### src/rtl/tile_ram_arbiter.sv
// Tile RAM arbiter: renderer owns RAM while busy plus a guard window;
// CPU writes drain from a FIFO in free cycles, CPU reads are coherent.
module tile_ram_arbiter #(
    parameter int ADDR_W     = 16,
    parameter int DATA_W     = 16,
    parameter int FIFO_DEPTH = 8,
    parameter int GUARD      = 2
) (
    input  logic              clk,
    input  logic              reset,
    input  logic [ADDR_W-1:0] cpu_addr,
    input  logic [DATA_W-1:0] cpu_wdata,
    input  logic              cpu_we,
    input  logic              cpu_re,
    output logic              cpu_full,
    output logic              cpu_overflow,
    output logic              cpu_rbusy,
    output logic              cpu_rvalid,
    output logic [DATA_W-1:0] cpu_rdata,
    input  logic              vid_busy,
    input  logic [ADDR_W-1:0] vid_addr,
    output logic [DATA_W-1:0] vid_rdata,
    output logic [ADDR_W-1:0] ram_addr,
    output logic [DATA_W-1:0] ram_din,
    output logic              ram_we,
    input  logic [DATA_W-1:0] ram_dout
);

    localparam int PW = $clog2(FIFO_DEPTH);
    localparam int CW = PW + 1;
    localparam int GW = $clog2(GUARD + 2);

    logic [ADDR_W-1:0] r_fa [FIFO_DEPTH];
    logic [DATA_W-1:0] r_fd [FIFO_DEPTH];
    logic [PW-1:0]     r_wp;
    logic [PW-1:0]     r_rp;
    logic [CW-1:0]     r_cnt;
    logic [CW-1:0]     w_cnt_nxt;
    logic              r_full;
    logic              r_ovf;
    logic [GW-1:0]     r_guard;
    logic              r_rpend;
    logic              r_issued;
    logic              r_rvalid;
    logic [ADDR_W-1:0] r_raddr;
    logic [DATA_W-1:0] r_rdata;

    logic w_grant;
    logic w_empty;
    logic w_push;
    logic w_pop;
    logic w_issue;
    logic w_accept;

    assign w_grant  = !vid_busy && (r_guard == '0);
    assign w_empty  = (r_cnt == '0);
    assign w_push   = cpu_we && !r_full;
    assign w_pop    = w_grant && !w_empty;
    assign w_issue  = w_grant && w_empty && r_rpend && !r_issued;
    assign w_accept = cpu_re && !r_rpend;

    always_comb begin
        w_cnt_nxt = r_cnt;
        if (w_push && !w_pop)
            w_cnt_nxt = r_cnt + CW'(1);
        else if (!w_push && w_pop)
            w_cnt_nxt = r_cnt - CW'(1);
    end

    // FIFO storage carries no reset; validity lives in the pointers.
    always_ff @(posedge clk) begin
        if (w_push) begin
            r_fa[r_wp] <= cpu_addr;
            r_fd[r_wp] <= cpu_wdata;
        end
    end

    always_ff @(posedge clk) begin
        if (reset) begin
            r_wp  <= '0;
            r_rp  <= '0;
            r_cnt <= '0;
            r_full <= 1'b0;
            r_ovf <= 1'b0;
        end else begin
            if (w_push)
                r_wp <= r_wp + PW'(1);
            if (w_pop)
                r_rp <= r_rp + PW'(1);
            r_cnt  <= w_cnt_nxt;
            r_full <= (w_cnt_nxt == CW'(FIFO_DEPTH));
            if (cpu_we && r_full)
                r_ovf <= 1'b1;
        end
    end

    always_ff @(posedge clk) begin
        if (reset)
            r_guard <= '0;
        else if (vid_busy)
            r_guard <= GW'(GUARD);
        else if (r_guard != '0)
            r_guard <= r_guard - GW'(1);
    end

    // Data is captured the cycle after issue regardless of grant.
    always_ff @(posedge clk) begin
        if (reset) begin
            r_rpend  <= 1'b0;
            r_issued <= 1'b0;
            r_rvalid <= 1'b0;
            r_raddr  <= '0;
            r_rdata  <= '0;
        end else begin
            r_rvalid <= 1'b0;
            if (w_accept) begin
                r_rpend <= 1'b1;
                r_raddr <= cpu_addr;
            end
            if (w_issue)
                r_issued <= 1'b1;
            if (r_issued) begin
                r_issued <= 1'b0;
                r_rpend  <= 1'b0;
                r_rvalid <= 1'b1;
                r_rdata  <= ram_dout;
            end
        end
    end

    always_comb begin
        ram_addr = vid_addr;
        ram_din  = r_fd[r_rp];
        ram_we   = 1'b0;
        if (w_pop) begin
            ram_addr = r_fa[r_rp];
            ram_we   = !reset;
        end else if (w_issue) begin
            ram_addr = r_raddr;
        end
    end

    assign cpu_full     = r_full;
    assign cpu_overflow = r_ovf;
    assign cpu_rbusy    = r_rpend;
    assign cpu_rvalid   = r_rvalid;
    assign cpu_rdata    = r_rdata;
    assign vid_rdata    = ram_dout;

endmodule

### config.mk
export PLATFORM = sky130hd
export DESIGN_NAME = tile_ram_arbiter
export DESIGN_NICKNAME = d
export VERILOG_FILES = /design/src/rtl/tile_ram_arbiter.sv
export SDC_FILE = /design/constraint.sdc
export NUM_CORES = 1
export LEC_CHECK = 0
export CORE_UTILIZATION = 56
export DETAILED_ROUTE_END_ITERATION = 8
export GPL_TIMING_DRIVEN = 0
export MAX_ROUTING_LAYER = met4
export PLACE_DENSITY = 0.77
export SETUP_SLACK_MARGIN = 0.2
export SLEW_MARGIN = 0
export SYNTH_ARGS = -nofsm -noshare
export SYNTH_HDL_FRONTEND = slang
export SYNTH_SLANG_ARGS = --single-unit
### constraint.sdc
create_clock -name clk -period 6.33 [get_ports clk]
set_input_delay 1.266 -clock clk [delete_from_list [all_inputs] [get_ports clk]]
set_output_delay 1.266 -clock clk [all_outputs]
set_load 0.01 [all_outputs]
# ---- Word-level counts from Yosys, hierarchy flattened
# Memory sizes are Yosys's and may differ from the RTL's. A register that Yosys moved wholly into a read port is not among the register bits.
# Index checks and enable logic that the tools add are counted.
dict set report classes {
  n_addsub 5
  n_eq_ne 1
  muxes 15
  reduce_logical 24
}
# cell n
set ops {}
lappend ops {{$mux 16} 2}
lappend ops {{$mux 3} 4}
lappend ops {{$logic_and 1x1->1} 10}
lappend ops {{$logic_not 1->1} 8}
lappend ops {{$mux 4} 2}
lappend ops {{$add 3x1->3 const B} 2}
lappend ops {{$mux 1} 5}
lappend ops {{$add 4x1->4 const B} 1}
lappend ops {{$eq 4x4->1 const B} 1}
lappend ops {{$logic_not 4->1} 1}
lappend ops {{$mux 2} 2}
lappend ops {{$reduce_bool 2->1} 2}
lappend ops {{$reduce_or 2->1} 2}
lappend ops {{$sub 4x1->4 const B} 1}
lappend ops {{$logic_not 2->1} 1}
lappend ops {{$sub 2x1->2 const B} 1}
dict set report word_totals {
  ff_bits 49
  ram_bits 256
  inputBits 69
  out_inout_bits 69
  word_cells 59
  mem_count 2
}
# name depth word_bits read_ports rd_ports_with_merged_regs wr line
set mem_list {}
lappend mem_list {r_fa 8 16 1 1 1 33} ;# logic [ADDR_W-1:0] r_fa [FIFO_DEPTH];
lappend mem_list {r_fd 8 16 1 1 1 34} ;# logic [DATA_W-1:0] r_fd [FIFO_DEPTH];

# ---- Longest topological paths before layout
# Gate-level depths: netlist of the first run.
dict set report logic_depth {
  depth_word 7
  depth_mapped 8
  mapped_depth_nobuf 7
}

# ---- Least setup slack after synthesis of the first run
# No wires, ideal clock.
dict set report synth_timing {
  kind {input -> register}
  startpoint {input cpu_we}
  endpoint {memory r_fa[0][0] (enable)}
  setup_ns 0.501
  t_arrival_ns 4.561
  required_ns 5.829
  setup_slack_ns 1.267
  stages 3
  n_path_buf 1
  cell_sequence {nand2b_1 clkbuf_1 nor4_1}
}
dict set report synth_via {
  elab_chain_cells 3
}
# element line
set synth_lines {}
lappend synth_lines {{start, declared} 13} ;# input logic cpu_we,
lappend synth_lines {{$logic_and 1x1->1} 57} ;# assign w_push = cpu_we && !r_full;
lappend synth_lines {{$mux 1} 72} ;# if (w_push) begin
lappend synth_lines {{$mux 1 (not written as such)} 73} ;# r_fa[r_wp] <= cpu_addr;
lappend synth_lines {{end, declared} 33}
# Every way passes these cells.

# ---- Final worst setup path of the first run
dict set report layout_timing {
  startpoint {input vid_busy}
  endpoint {output ram_addr[6]}
}
dict set report layout_via {
  elab_chain_cells 7
  elab_cells_between_ends 8
  classes_between {mux: 2; reduce/logical: 6}
}
# element line
set layout_lines {}
lappend layout_lines {{start, declared} 20} ;# input logic vid_busy,
lappend layout_lines {{$logic_not 1->1 *} 55} ;# assign w_grant = !vid_busy && (r_guard == '0);
lappend layout_lines {{$logic_and 1x1->1 *} 55}
lappend layout_lines {{$logic_and 1x1->1 (3 in series)} 59} ;# assign w_issue = w_grant && w_empty && r_rpend && !r_issued;
lappend layout_lines {{$mux 16} 138} ;# end else if (w_issue) begin
lappend layout_lines {{$mux 16 *} 135} ;# if (w_pop) begin
lappend layout_lines {{end, declared} 23} ;# output logic [ADDR_W-1:0] ram_addr,
# Mark *: on every way between the ends. The rest lies on a longest branch, timed or not.

==> results of run 1 <==
## registers in the layout (all words and copies together), names as in the netlist, 2 cells and up, named ones only
signal	count
r_fa	128
r_fd	128
cpu_rdata	16
r_raddr	16
r_cnt	4
r_rp	3
r_wp	3
r_guard	2
## Yosys cell counts
| master | n |
|---|---|
| a32oi_1 | 1 |
| buf_1 | 4 |
| nor4b_1 | 1 |
| nor4_1 | 1 |
| or3b_4 | 1 |
| nand2_2 | 1 |
| mux4_2 | 64 |
| inv_1 | 2 |
| a211oi_1 | 17 |
| dfxtp_1 | 52 |
| nand3_1 | 3 |
| nor3_2 | 1 |
| buf_6 | 4 |
| mux2_2 | 16 |
| a21o_1 | 1 |
| ha_1 | 4 |
| nor4b_2 | 1 |
| nor3_1 | 5 |
| xnor2_1 | 4 |
| a21oi_1 | 35 |
| xor2_1 | 3 |
| buf_2 | 7 |
| a311oi_1 | 1 |
| o32ai_2 | 1 |
| nand2_1 | 43 |
| buf_4 | 20 |
| nor2_1 | 37 |
| nand2b_1 | 4 |
| edfxtp_1 | 256 |
| nor3b_2 | 1 |
| nor2b_1 | 19 |
| mux2i_1 | 35 |
| clkbuf_1 | 18 |
## report_power, final
part	internal [uW]	switching (uW)	leakage (uW)	total, uW
Sequential	2280	38.1	0.00275	2320
Clock	1050	721	0.000474	1770
Combinational	520	460	0.00179	980
Total	3850	1220	0.00502	5070
## path summary, 6_finish.rpt
check,start,end,depth (start not counted)
max,vid_busy,ram_addr[6],7
min,r_raddr[15]$_SDFFE_PP0P_,r_raddr[15]$_SDFFE_PP0P_,2
max reg2reg,cpu_full$_SDFF_PP0_,r_fd[4][13]$_DFFE_PP_,6
min reg2reg,r_raddr[15]$_SDFFE_PP0P_,r_raddr[15]$_SDFFE_PP0P_,2
## kinds of logic (layout without fill, tap and decap cells)
logic type	count (synthesis)	in the layout
mux	115	115
buf+inv	55	267
compound gates	56	56
xor+xnor	7	7
other cells	0	1
simple gates	118	118
flops	308	308
fa+ha+maj	4	4
## layer usage
layer / GRT usage, % / part of all wire (%) / up-vias / wire length [um]
li1: - / - / 2967 / -
met1: 33.3 / 40 / 3366 / 10700
met2: 40.9 / 50 / 361 / 13100
met3: 4.69 / 8.1 / 50 / 2140
met4: 8.04 / 2.0 / 0 / 532
met5: - / 0 / - / 0
## area by class of cell
type | count | area share, %
sequential | 308 | 58.1
multi-input combinational | 300 | 20.2
timing repair buffer | 158 | 10.9
clock buffer | 36 | 5.29
tap | 275 | 2.29
buffer | 53 | 2.08
clock inverter | 18 | 1.21
inverter | 2 | 0.0499
antenna | 1 | 0.0166
## tightest hold or removal path, stage by stage (launching register included)
cell,delay (ps)
dfxtp_1,310
nand2_1,50
a21oi_1,50
## per-stage QoR
stage | utilization (%) | instance area [um^2] | total power [uW] | hold WS, ps | TNS, ps
2_1_floorplan | - | 12000 | 2950 | 436 | 0
6_report | 71.5 | 15000 | 5070 | 462 | 0
5_1_grt | 71.5 | 15000 | 5240 | 481 | 0
3_3_place_gp | 65.3 | 13700 | 3300 | 440 | -145880
3_5_place_dp | 66.9 | 14100 | 3340 | 451 | 0
4_1_cts | 71.5 | 15000 | 5100 | 462 | 0
==> impl_metrics.csv, run 1 <==
group,metric,value,unit
power_and_ir_drop,peakVddDrop,0.000236,V
route,drcViolationCount,0,
sta,max_slew.worst_pin.slew,810,ps
clocking,clockBufferDepth,3,
clocking,cts_root_buf,"clkbuf_16",
global_route,first_global_vias,7042,
global_route,antenna_found_initial,1,
route,wirelength,26500,um
route,dr.pass1.iters,5,
finish,multi_input_area,3030,um^2
setup_path,critPathSlowestCell,"clkdlybuf4s50_1",
sta,period_needed,5000,ps
die,die_x,149,um
yosys,synth-seq-area-share,72.6,%
setup_path,cp-end-kind,"primary output",
route,drt_iter0_drc,571,
setup_path,start_kind,"input pin",
setup_path,critPathMaxStageDelay,600,ps
route,num_vias,6744,
yosys,synth_compound_area_share,2.86,%
yosys,mappedNetlistArea,12000,um^2
die,std_cell_rows,53,
finish,ff_latch_area,8730,um^2
place,gp_congestion,0.884,
clocking,cts_max_level,1,
yosys,ys_ff_latch,308,
yosys,synth_top_cell_by_area,"edfxtp_1",
clocking,cts_buffers,30,
status,run_status,"finished, final reports clean",
global_route,grt_start_max_net_pins,24,
die,start_util,57.2,%
run,maxCapViolations,0,
setup_path,path_cells,"clkdlybuf4s50_1 > nor3_2 > nand2_1 > buf_4 > clkbuf_1 > a21oi_1 > clkdlybuf4s50_1",
yosys,syn_avg_cell_area,18.1,um^2
place,dp.cells,1096,
finish,final_cell_mix,"256 x edfxtp_1, 136 x clkdlybuf4s50_1, 64 x mux4_2, 52 x dfxtp_1, 43 x nand2_1",
place,dp_hpwl,17200,um
power_and_ir_drop,leakagePower,0.00502,uW
yosys,synthTopCellsByArea,"edfxtp_1 64%, mux4_2 12%, dfxtp_1 8.7%, mux2i_1 2.9%, mux2_2 1.5%",
setup_path,cp.arrival,3730,ps
route,routedWlPerCell,23.0,um
global_route,gr-total-overflow,0,
finish,nets,926,
yosys,yosys.cell_types.count,33,
yosys,yosys.area_share.simple,4.61,%
finish,drive_above_1_share,21.4,%
die,die-area,22100,um^2
sta,drv_slew,0,
global_route,grt_pass1_wl,40100,um
yosys,synthXorXnorAreaFrac,0.510,%
clocking,hold_buffers,0,
clocking,clock_latency,550,ps
setup_path,r2r_slack,3740,ps
clocking,post_cts_buffers,0,
sta,hold_viol,0,
sta,finalSetupViolations,0,
clocking,cts_tree,"yes",
setup_path,path_class,"in2out",
yosys,muxShareOfSynthArea,16.4,%
global_route,grtUsageTotal,25.5,%
clocking,clk_pin_slew,60,ps
finish,finalNonFillerCells,1151,
finish,fillers,1273,
clocking,cts_resized,0,
place,portBuffers,136,
route,viasPerCell,5.86,
setup_path,cp_top_family,"buffers and inverters",
sta,fin_skew,16.8,ps
yosys,synth_top_cell_area_share,63.9,%
sta,rsz0062_at_grt,"false",
setup_path,worst-path-buf-inv,4,
finish,final_common_cell,"edfxtp_1",
yosys,synth_fa_ha_area_share,0.416,%
worst_hold_path,hp-class,"reg2reg",
sta,relSlewSlack,45.5,%
setup_path,cp.required,5060,ps
clocking,clock-sinks,308,
route,ant_nets,0,
die,io_pins,138,
power_and_ir_drop,power.density,337,nW/um^2
sta,fmax,200,MHz
yosys,yosys_warnings,0,
yosys,synth_cells,663,
die,die_h,149,um
yosys,synth_top_family_by_area,"multiplexers",
die,core-area,21000,um^2
yosys,synth_fp_nets,736,
finish,synthToLayoutAreaGrowth,25.0,%
sta,period_share,79.0,%
place,post-place-ws,1390,ps
sta,fin_ws,1330,ps
setup_path,cpMostUsedCell,"clkdlybuf4s50_1",
setup_path,worstPathMaxFanout,10,
(Power assumes the default switching activity.)
==> run 2, diff against run 1 <==
==> constraint.sdc (replaced) <==
create_clock -name clk -period 5 [get_ports clk]
set_input_delay 1 -clock clk [delete_from_list [all_inputs] [get_ports clk]]
set_output_delay 1 -clock clk [all_outputs]
set_load 0.01 [all_outputs]
==> results of run 2 <==
The final DEF is identical to that of run 1. Status: finished, final reports clean.
Among the figures that moved: setup slack after placement 1390 ps -> 589 ps; setup slack after layout 1330 ps -> 532 ps; register-to-register setup slack 3740 ps -> 2410 ps; total power 5070 uW -> 6420 uW; worst IR drop on VDD 0.000236 V -> 0.000299 V
